<file path="src/rtl/spi_pkg.sv">
// Shared SPI framing definitions: talker/listener states, widths, header stamp.
package spi_pkg;
    localparam int HDR_W   = 3;
    localparam int BYTE_W  = 8;
    localparam int FRAME_W = 24;

    typedef enum logic [1:0] {
        IDLE,
        B0,
        B1,
        B2
    } state_e;

    function automatic logic [FRAME_W-1:0] stamp_frame(
        input logic [BYTE_W-1:0]  hdr_byte,
        input logic [FRAME_W-1:0] data
    );
        return {hdr_byte[BYTE_W-1 -: HDR_W], data[FRAME_W-HDR_W-1:0]};
    endfunction
endpackage

</file>
<file path="src/rtl/spi_gap_timer.sv">
// Inter-byte gap counter: counts enabled cycles since clear, flags LIMIT.
module spi_gap_timer #(
    parameter int           W     = 16,
    parameter logic [W-1:0] LIMIT = W'(200)
) (
    input  logic clk,
    input  logic rst,
    input  logic clr_i,
    input  logic en_i,
    output logic hit_o
);
    logic [W-1:0] count_q, count_d;

    assign hit_o = (count_q == LIMIT);

    always_comb begin
        count_d = count_q;
        if (clr_i) begin
            count_d = '0;
        end else if (en_i && !hit_o) begin
            count_d = count_q + W'(1);
        end
    end

    always_ff @(posedge clk) begin
        if (rst) begin
            count_q <= '0;
        end else begin
            count_q <= count_d;
        end
    end
endmodule

</file>
<file path="src/rtl/spi_talker.sv">
// Response framer: stamps header, feeds three bytes to the SPI slave,
// keeps one pending word and aborts a frame when the master stalls.
module spi_talker
    import spi_pkg::*;
#(
    parameter logic [BYTE_W-1:0] FIRST_BYTE     = 8'h00,
    parameter logic [BYTE_W-1:0] IDLE_BYTE      = 8'hFF,
    parameter int                TALKER_TIMEOUT = 200
) (
    input  logic               clk,
    input  logic               rst,
    input  logic [FRAME_W-1:0] tx_data,
    input  logic               tx_start,
    input  logic               spi_slave_byte_done,
    output logic [BYTE_W-1:0]  spi_tx_byte,
    output logic               tx_busy,
    output logic               tx_pending,
    output logic               tx_done,
    output logic               tx_abort
);
    state_e                  state_q, state_d;
    logic [2*BYTE_W-1:0]     rest_q, rest_d;
    logic [FRAME_W-1:0]      pend_q, pend_d;
    logic                    pv_q, pv_d;
    logic [BYTE_W-1:0]       byte_q, byte_d;
    logic                    done_q, done_d;
    logic                    abort_q, abort_d;
    logic [FRAME_W-1:0]      new_frame;
    logic                    busy, gap_run, hit;
    logic                    unused_hdr;

    // Header bits of tx_data are overwritten by the stamp.
    assign unused_hdr = ^tx_data[FRAME_W-1 -: HDR_W];

    assign busy    = (state_q != IDLE);
    assign gap_run = (state_q == B1) || (state_q == B2);

    spi_gap_timer #(
        .W     (16),
        .LIMIT (16'(TALKER_TIMEOUT))
    ) u_gap (
        .clk   (clk),
        .rst   (rst),
        .clr_i (spi_slave_byte_done || !gap_run),
        .en_i  (gap_run),
        .hit_o (hit)
    );

    always_comb begin
        state_d   = state_q;
        rest_d    = rest_q;
        pend_d    = pend_q;
        pv_d      = pv_q;
        byte_d    = byte_q;
        done_d    = 1'b0;
        abort_d   = 1'b0;
        new_frame = stamp_frame(FIRST_BYTE, tx_data);

        if (busy && tx_start && !pv_q) begin
            pend_d = new_frame;
            pv_d   = 1'b1;
        end

        unique case (state_q)
            IDLE: begin
                byte_d = IDLE_BYTE;
                if (pv_q) begin
                    {byte_d, rest_d} = pend_q;
                    pv_d             = 1'b0;
                    state_d          = B0;
                end else if (tx_start) begin
                    {byte_d, rest_d} = new_frame;
                    state_d          = B0;
                end
            end
            B0: begin
                if (spi_slave_byte_done) begin
                    byte_d  = rest_q[2*BYTE_W-1:BYTE_W];
                    state_d = B1;
                end
            end
            B1: begin
                if (spi_slave_byte_done) begin
                    byte_d  = rest_q[BYTE_W-1:0];
                    state_d = B2;
                end else if (hit) begin
                    byte_d  = IDLE_BYTE;
                    abort_d = 1'b1;
                    state_d = IDLE;
                end
            end
            B2: begin
                if (spi_slave_byte_done) begin
                    done_d = 1'b1;
                    // A word arriving on the final byte skips the slot.
                    if (pv_q) begin
                        {byte_d, rest_d} = pend_q;
                        pv_d             = 1'b0;
                        state_d          = B0;
                    end else if (tx_start) begin
                        {byte_d, rest_d} = new_frame;
                        pv_d             = 1'b0;
                        state_d          = B0;
                    end else begin
                        byte_d  = IDLE_BYTE;
                        state_d = IDLE;
                    end
                end else if (hit) begin
                    byte_d  = IDLE_BYTE;
                    abort_d = 1'b1;
                    state_d = IDLE;
                end
            end
            default: state_d = IDLE;
        endcase
    end

    always_ff @(posedge clk) begin
        if (rst) begin
            state_q <= IDLE;
            rest_q  <= '0;
            pend_q  <= '0;
            pv_q    <= 1'b0;
            byte_q  <= IDLE_BYTE;
            done_q  <= 1'b0;
            abort_q <= 1'b0;
        end else begin
            state_q <= state_d;
            rest_q  <= rest_d;
            pend_q  <= pend_d;
            pv_q    <= pv_d;
            byte_q  <= byte_d;
            done_q  <= done_d;
            abort_q <= abort_d;
        end
    end

    assign spi_tx_byte = byte_q;
    assign tx_busy     = busy;
    assign tx_pending  = pv_q;
    assign tx_done     = done_q;
    assign tx_abort    = abort_q;
endmodule

</file>
<file path="config.mk">
export PLATFORM = sky130hd
export DESIGN_NAME = spi_talker
export DESIGN_NICKNAME = d
export VERILOG_FILES = /design/src/rtl/spi_pkg.sv /design/src/rtl/spi_gap_timer.sv /design/src/rtl/spi_talker.sv
export SDC_FILE = /design/constraint.sdc
export NUM_CORES = 1
export LEC_CHECK = 0
export CAP_MARGIN = 5
export CORE_AREA = 2 2 80 90
export DETAILED_ROUTE_END_ITERATION = 16
export DIE_AREA = 0 0 82 92
export GPL_TIMING_DRIVEN = 1
export PLACE_DENSITY = 0.74
export SYNTH_ARGS = -nofsm -noshare
export SYNTH_HDL_FRONTEND = slang
export SYNTH_SLANG_ARGS = --single-unit
</file>
<file path="constraint.sdc">
create_clock -name clk -period 1.7 [get_ports clk]
set_input_delay 0.34 -clock clk [delete_from_list [all_inputs] [get_ports clk]]
set_output_delay 0.34 -clock clk [all_outputs]
set_load 0.005 [all_outputs]
</file>
* Yosys cells after proc, flatten, opt, wreduce, memory -nomap -nowiden
Index checks and enable logic that the tools add are counted.
** Word-level totals
- Output and inout port bits :: 12
- Register bits :: 66
- Bits of input ports :: 28
- Logic and storage cells :: 63
** Operators by class
- Mux-type cells :: 28
- Equality and inequality tests :: 7
- Bitwise logic cells :: 2
- Add/sub/neg operators :: 1
- Reduce and logical (&&, ||, !) cells :: 17
** Operators by type and width (count)
- $mux W16 :: 3
- $mux W8 :: 6
- $pmux W16 S2 :: 1
- $pmux W8 S4 :: 1
- $add A16 B1 Y16 const B :: 1
- $eq A16 B8 Y1 const B :: 1
- $mux W2 :: 6
- $mux W1 :: 9
- $pmux W2 S4 :: 1
- $reduce_or A2 Y1 :: 3
- $eq A2 B2 Y1 const B :: 2
- $ne A2 B2 Y1 const B :: 2
- $reduce_and A2 Y1 :: 2
- $reduce_bool A2 Y1 :: 2
- $logic_and A1 B1 Y1 :: 3
- $logic_not A1 Y1 :: 3
- $ne A3 B3 Y1 const B :: 1
- $reduce_or A3 Y1 :: 1
- $eq A2 B1 Y1 const B :: 1
- $logic_not A2 Y1 :: 1
- $logic_or A1 B1 Y1 :: 2
- $not A1 Y1 :: 2
- $pmux W1 S2 :: 1

* Logic depth before layout (Yosys ltp)
Gate-level depths: netlist (run 1).
- Word-level depth :: 8
- Depth in mapped cells :: 8
- Mapped depth without buffers :: 6

* Hierarchy
From an unflattened synthesis (run 1), not the netlist that was laid out.
** Second synthesis, totals
- Cells, all modules :: 389
- Area total of the unflattened synthesis :: 3355.7 um2
** By module, submodules not included
- spi_talker :: instances 1, cells an instance 296, area an instance 2506.2 um2, sequential area each 1001.0 um2
- spi_gap_timer :: instances 1, cells an instance 93, area an instance 849.6 um2, sequential area each 320.3 um2

* Least setup slack after synthesis (run 1)
Ideal clock, no wire load.
- Kind :: flip-flop to flip-flop
- From :: reg state_q[0]
- To :: reg u_gap.count_q[15]
- Data required time :: 1.630 ns
- Slack :: -0.079 ns
- Stages on the path, launching flop included :: 8
- Buffers on the path :: 1
- Setup time :: 0.070 ns
- Data arrival time :: 1.709 ns
- Period minus slack after synthesis :: 1.779 ns
- Path through :: dfxtp_1 -> inv_1 -> ha_1 -> buf_4 -> o2111ai_4 -> or3_1 -> or3_1 -> a21oi_1
** Between the ends
- Word-level cells in the longest chain between the ends :: 5
- Elaborated cells on any way between the ends :: 7
- Those cells by class :: 2 x eq/ne; 5 x reduce/logical
** Ends and longest elaborated chain
- start: declaration :: RTL line spi_talker.sv:21 : state_e state_q, state_d;
- start signal: assignment :: RTL line spi_talker.sv:128 : state_q <= state_d;
- $eq A2 B2 Y1 :: RTL line spi_talker.sv:36 : assign gap_run = (state_q == B1) || (state_q == B2);
- $logic_or A1 B1 Y1 (*) :: RTL line spi_talker.sv:36
- $logic_not A1 Y1 :: RTL line spi_talker.sv:44 : .clr_i (spi_slave_byte_done || !gap_run),
- $logic_or A1 B1 Y1 :: RTL line spi_talker.sv:44
- $reduce_or A2 Y1 (no line)
- end signal: assignment :: RTL line spi_gap_timer.sv:29 : count_q <= count_d;
- end: declaration :: RTL line spi_gap_timer.sv:12 : logic [W-1:0] count_q, count_d;
Mark *: on every way between the ends. The rest lies on a longest branch, timed or not.
A chain may end at the register's enable or synchronous reset.

* Final worst setup path (run 1)
- From :: reg state_q[1]
- To :: reg pend_q[19]
** Between the ends
- Word-level cells in the longest chain between the ends :: 3
** Ends and longest elaborated chain
- $reduce_bool A2 Y1 :: RTL line spi_talker.sv:35 : assign busy = (state_q != IDLE);
- $logic_and A1 B1 Y1 (2 in series) :: RTL line spi_talker.sv:59 : if (busy && tx_start && !pv_q) begin
- end signal: assignment :: RTL line spi_talker.sv:130 : pend_q <= pend_d;
- end: declaration :: RTL line spi_talker.sv:23 : logic [FRAME_W-1:0] pend_q, pend_d;
No other way between the ends.

==> impl_metrics.toml, run 1 <==
[worst_setup_path]
slowest_delay_ps = 360
startpoint = "state_q[1]"
required_ps = 1990
r2r-end = "pend_q[19]"
crit_type = "flip-flop to flip-flop"
r2r-start = "state_q[1]"
cp.arrival_ps = 2010
slowest_stage = "dfxtp_2"
critPathMaxFanout = 5
startpoint_type = "flip-flop"
worstPathCellList = "inv_2, ha_4, buf_4, buf_4, nor2b_4, nor2b_4, buf_6, nand2_1, a21oi_2"
regToRegSetupSlack_ps = -20
path_buf_inv = 4
end_kind = "flip-flop"
path_delay_family = "buffers and inverters"
worst-r2r-cell-count = 9

[synthesis]
syn_area_um2 = 3210
yosysSeqAreaShare = 0.412
synth_edf_count = 0
ys_dominant_reg_cell = "dfxtp_1"
ys_types = 42
ys_ff_latch = 66
yosysTopAreaCell = "dfxtp_1"
syn_avg_cell_area_um2 = 8.19
yosys_warnings = 0
synth.net_count = 426
netlist_top_cells_area = "dfxtp_1, nand2_1, a21oi_1"
syn_inst = 392
synth_top_area_frac = 0.412
async_reset_ff_frac = 0

[final_layout]
drive_gt1_frac = 0.255
n_antenna_cell = 0
final_design_area_no_fill_um2 = 4490
multiInputGateArea_um2 = 1950
layoutNonFillerInstCount = 552
area_growth_pct = 40.0
final_util = 0.668
seq_area_um2 = 1330
fillCellCount = 525
nNetsFinal = 496

[run]
cap_violations = 0

[sta]
max_freq_ghz = 0.581
fin_crit_ps = 1720
post-route-period-util = 1.01
maxSlewHeadroom = 0.672
fin_worst_skew_ps = 12.7
rsz0062_at_grt = "yes"
drv_slew = 0
finalSetupViolCount = 2
hold_viol = 0
fin_ws_ps = -20.0
tightestPinTransition_ps = 493

[hold_path]
holdCritStartpoint = "rst"
worstHoldEndpoint = "pend_q[16]"
hold_depth = 3
min_path_type = "primary input to flip-flop"

[global_route]
grt_pass1_vias = 3008
antenna_found_initial = 0
grt_pass1_wl_um = 13500
gr-usage-all-layers = 0.232
grt_busiest_layer = "met2"
grt_max_degree = 39
met3_usage = 0.0591
use_met2 = 0.402
met1_usage = 0.270
overflow = 0

[power_and_ir_drop]
ir_worst_vdd_mv = 0.772
power_density_nw_per_um2 = 1020
p_leak_nw = 1.56
total_power_w = 0.00460

[placement]
pre_cts_slack_ps = -260
io_buffers = 36
placed_cells = 525
place_congestion = 0.919
dp_hpwl_um = 5430
placed_cell_area_um2 = 3860

[cts]
h-tree-depth = 3
holdBufCountCts = 0
cts.sinks = 66
clk_latency_ps = 360
cts_tree = "built"
cts_root_buf = "clkbuf_8"
cts.clk_slew.worst_paths_ps = 80
cts_max_path_buffers = 2
cts_inserted_buffers = 9

[status]
outcome = "complete, but fails checks"
failed_checks = "setup timing"

[routing]
drt_pass1_iterations = 5
dr.first_iter.drc_count = 210
drc = 0
ant_nets = 0
drt-total-wl_um = 9080
via_per_inst = 5.86
via_count = 3236
wl_per_cell_um = 16.5

[floorplanning]
fp.dieW_um = 82
start_util = 0.477
coreArea_um2 = 6730
io_pins = 40
die_h_um = 92
rows = 32
fp.dieArea_um2 = 7540
cells in the final DEF, fill, tap and decap left out, types with 7 or more instances in the layout:
| cell type | synthesis | final |
|---|---|---|
| nand2_1 | 60 | 59 |
| buf_6 | 1 | 9 |
| clkdlybuf4s50_1 | 0 | 33 |
| buf_4 | 1 | 39 |
| clkbuf_8 | 0 | 11 |
| nand3_1 | 9 | 9 |
| a21oi_2 | 0 | 13 |
| dfxtp_1 | 66 | 64 |
| o21ai_0 | 20 | 13 |
| inv_1 | 15 | 12 |
| a211oi_1 | 16 | 12 |
| xnor2_1 | 9 | 9 |
| nand2b_1 | 7 | 7 |
| a21oi_1 | 32 | 19 |
| nor2_1 | 33 | 33 |
| mux2i_1 | 16 | 16 |
worst reg2reg max path, stage by stage (launching register included):
cell	delay [ps]
dfxtp_2	360
inv_2	70
ha_4	170
buf_4	140
buf_4	140
nor2b_4	140
nor2b_4	270
buf_6	160
nand2_1	80
a21oi_2	140
synthesized netlist by cell type (all sizes together) (5+ instances only):
master,count
a211oi,16
a21oi,32
a221o,5
a221oi,6
and4,6
buf,9
clkbuf,20
dfxtp,66
ha,6
inv,15
mux2i,16
nand2,60
nand2b,7
nand3,9
nor2,33
nor2b,10
nor3,5
nor4,5
o21ai,20
o22ai,6
or3,7
xnor2,9
flip-flops by register name, summed over array words and instances, names as in the netlist:
signal and count:
tx_abort 1, rest_q 16, pend_q 21, tx_done 1, tx_pending 1, state_q 2, spi_tx_byte 8, u_gap.count_q 16
report_power, final:
part / leakage, nW / total (W) / internal [W] / switching [W]
registers: 0.541 / 0.00185 / 0.00171 / 0.000139
logic: 0.925 / 0.00137 / 0.000701 / 0.000668
clock network: 0.0986 / 0.00138 / 0.000755 / 0.000627
area by class of cell:
| type | instances | share of cell area |
|---|---|---|
| multi-input cells | 282 | 0.434 |
| flip-flops and latches | 66 | 0.295 |
| repair buffers | 88 | 0.188 |
| clock buffers | 12 | 0.0345 |
| well taps | 85 | 0.0237 |
| inverters | 15 | 0.0131 |
| clock inverters | 4 | 0.0111 |
stage by stage:
step | TNS, ps | hold slack [ps]
finish | -21.9 | 409
global route | -1810 | 424
CTS | -6.02 | 408
detailed placement | -10000 | 446
global placement | -7900 | 441
floorplan | -57.0 | 436
cells by family after synthesis:
logic type / share of synthesized area
fa+ha+maj: 0.0234
buf+inv: 0.0581
flops: 0.412
compound gates: 0.205
simple gates: 0.225
xor+xnor: 0.0273
mux: 0.0499
worst max path at each step:
stage | to | slack, ps | depth (start not counted)
after floorplan | u_gap.count_q[15] | -60 | 7
after global placement | spi_tx_byte[0] | -210 | 7
after detailed placement | spi_tx_byte[4] | -260 | 7
after CTS | u_gap.count_q[15] | -6 | 6
after global routing | pend_q[19] | -110 | 9
final | pend_q[19] | -20 | 9
timing repair:
item                       4_1_cts  5_1_grt
setup endpoints to repair       47       60
pin swaps                        3       14
setup buffers                    5        3
gates cloned                     2        2
resized for setup               20       66
metal layers:
layer	wire, um	part of all wire
met4	340	0.037
met1	3740	0.41
met2	4530	0.50
met3	468	0.052
met5	0	0
No activity file was read; power rests on OpenSTA's default activity.
==> inputs of run 2 (changes only) <==
--- a/config.mk
+++ b/config.mk
@@ -7,6 +7,7 @@
 export LEC_CHECK = 0
 export CAP_MARGIN = 5
 export CORE_AREA = 2 2 80 90
+export CTS_CLUSTER_DIAMETER = 200
 export DETAILED_ROUTE_END_ITERATION = 16
 export DIE_AREA = 0 0 82 92
 export GPL_TIMING_DRIVEN = 1
==> results of run 2 <==
Final layout, timing and power as in run 1 (identical DEF).
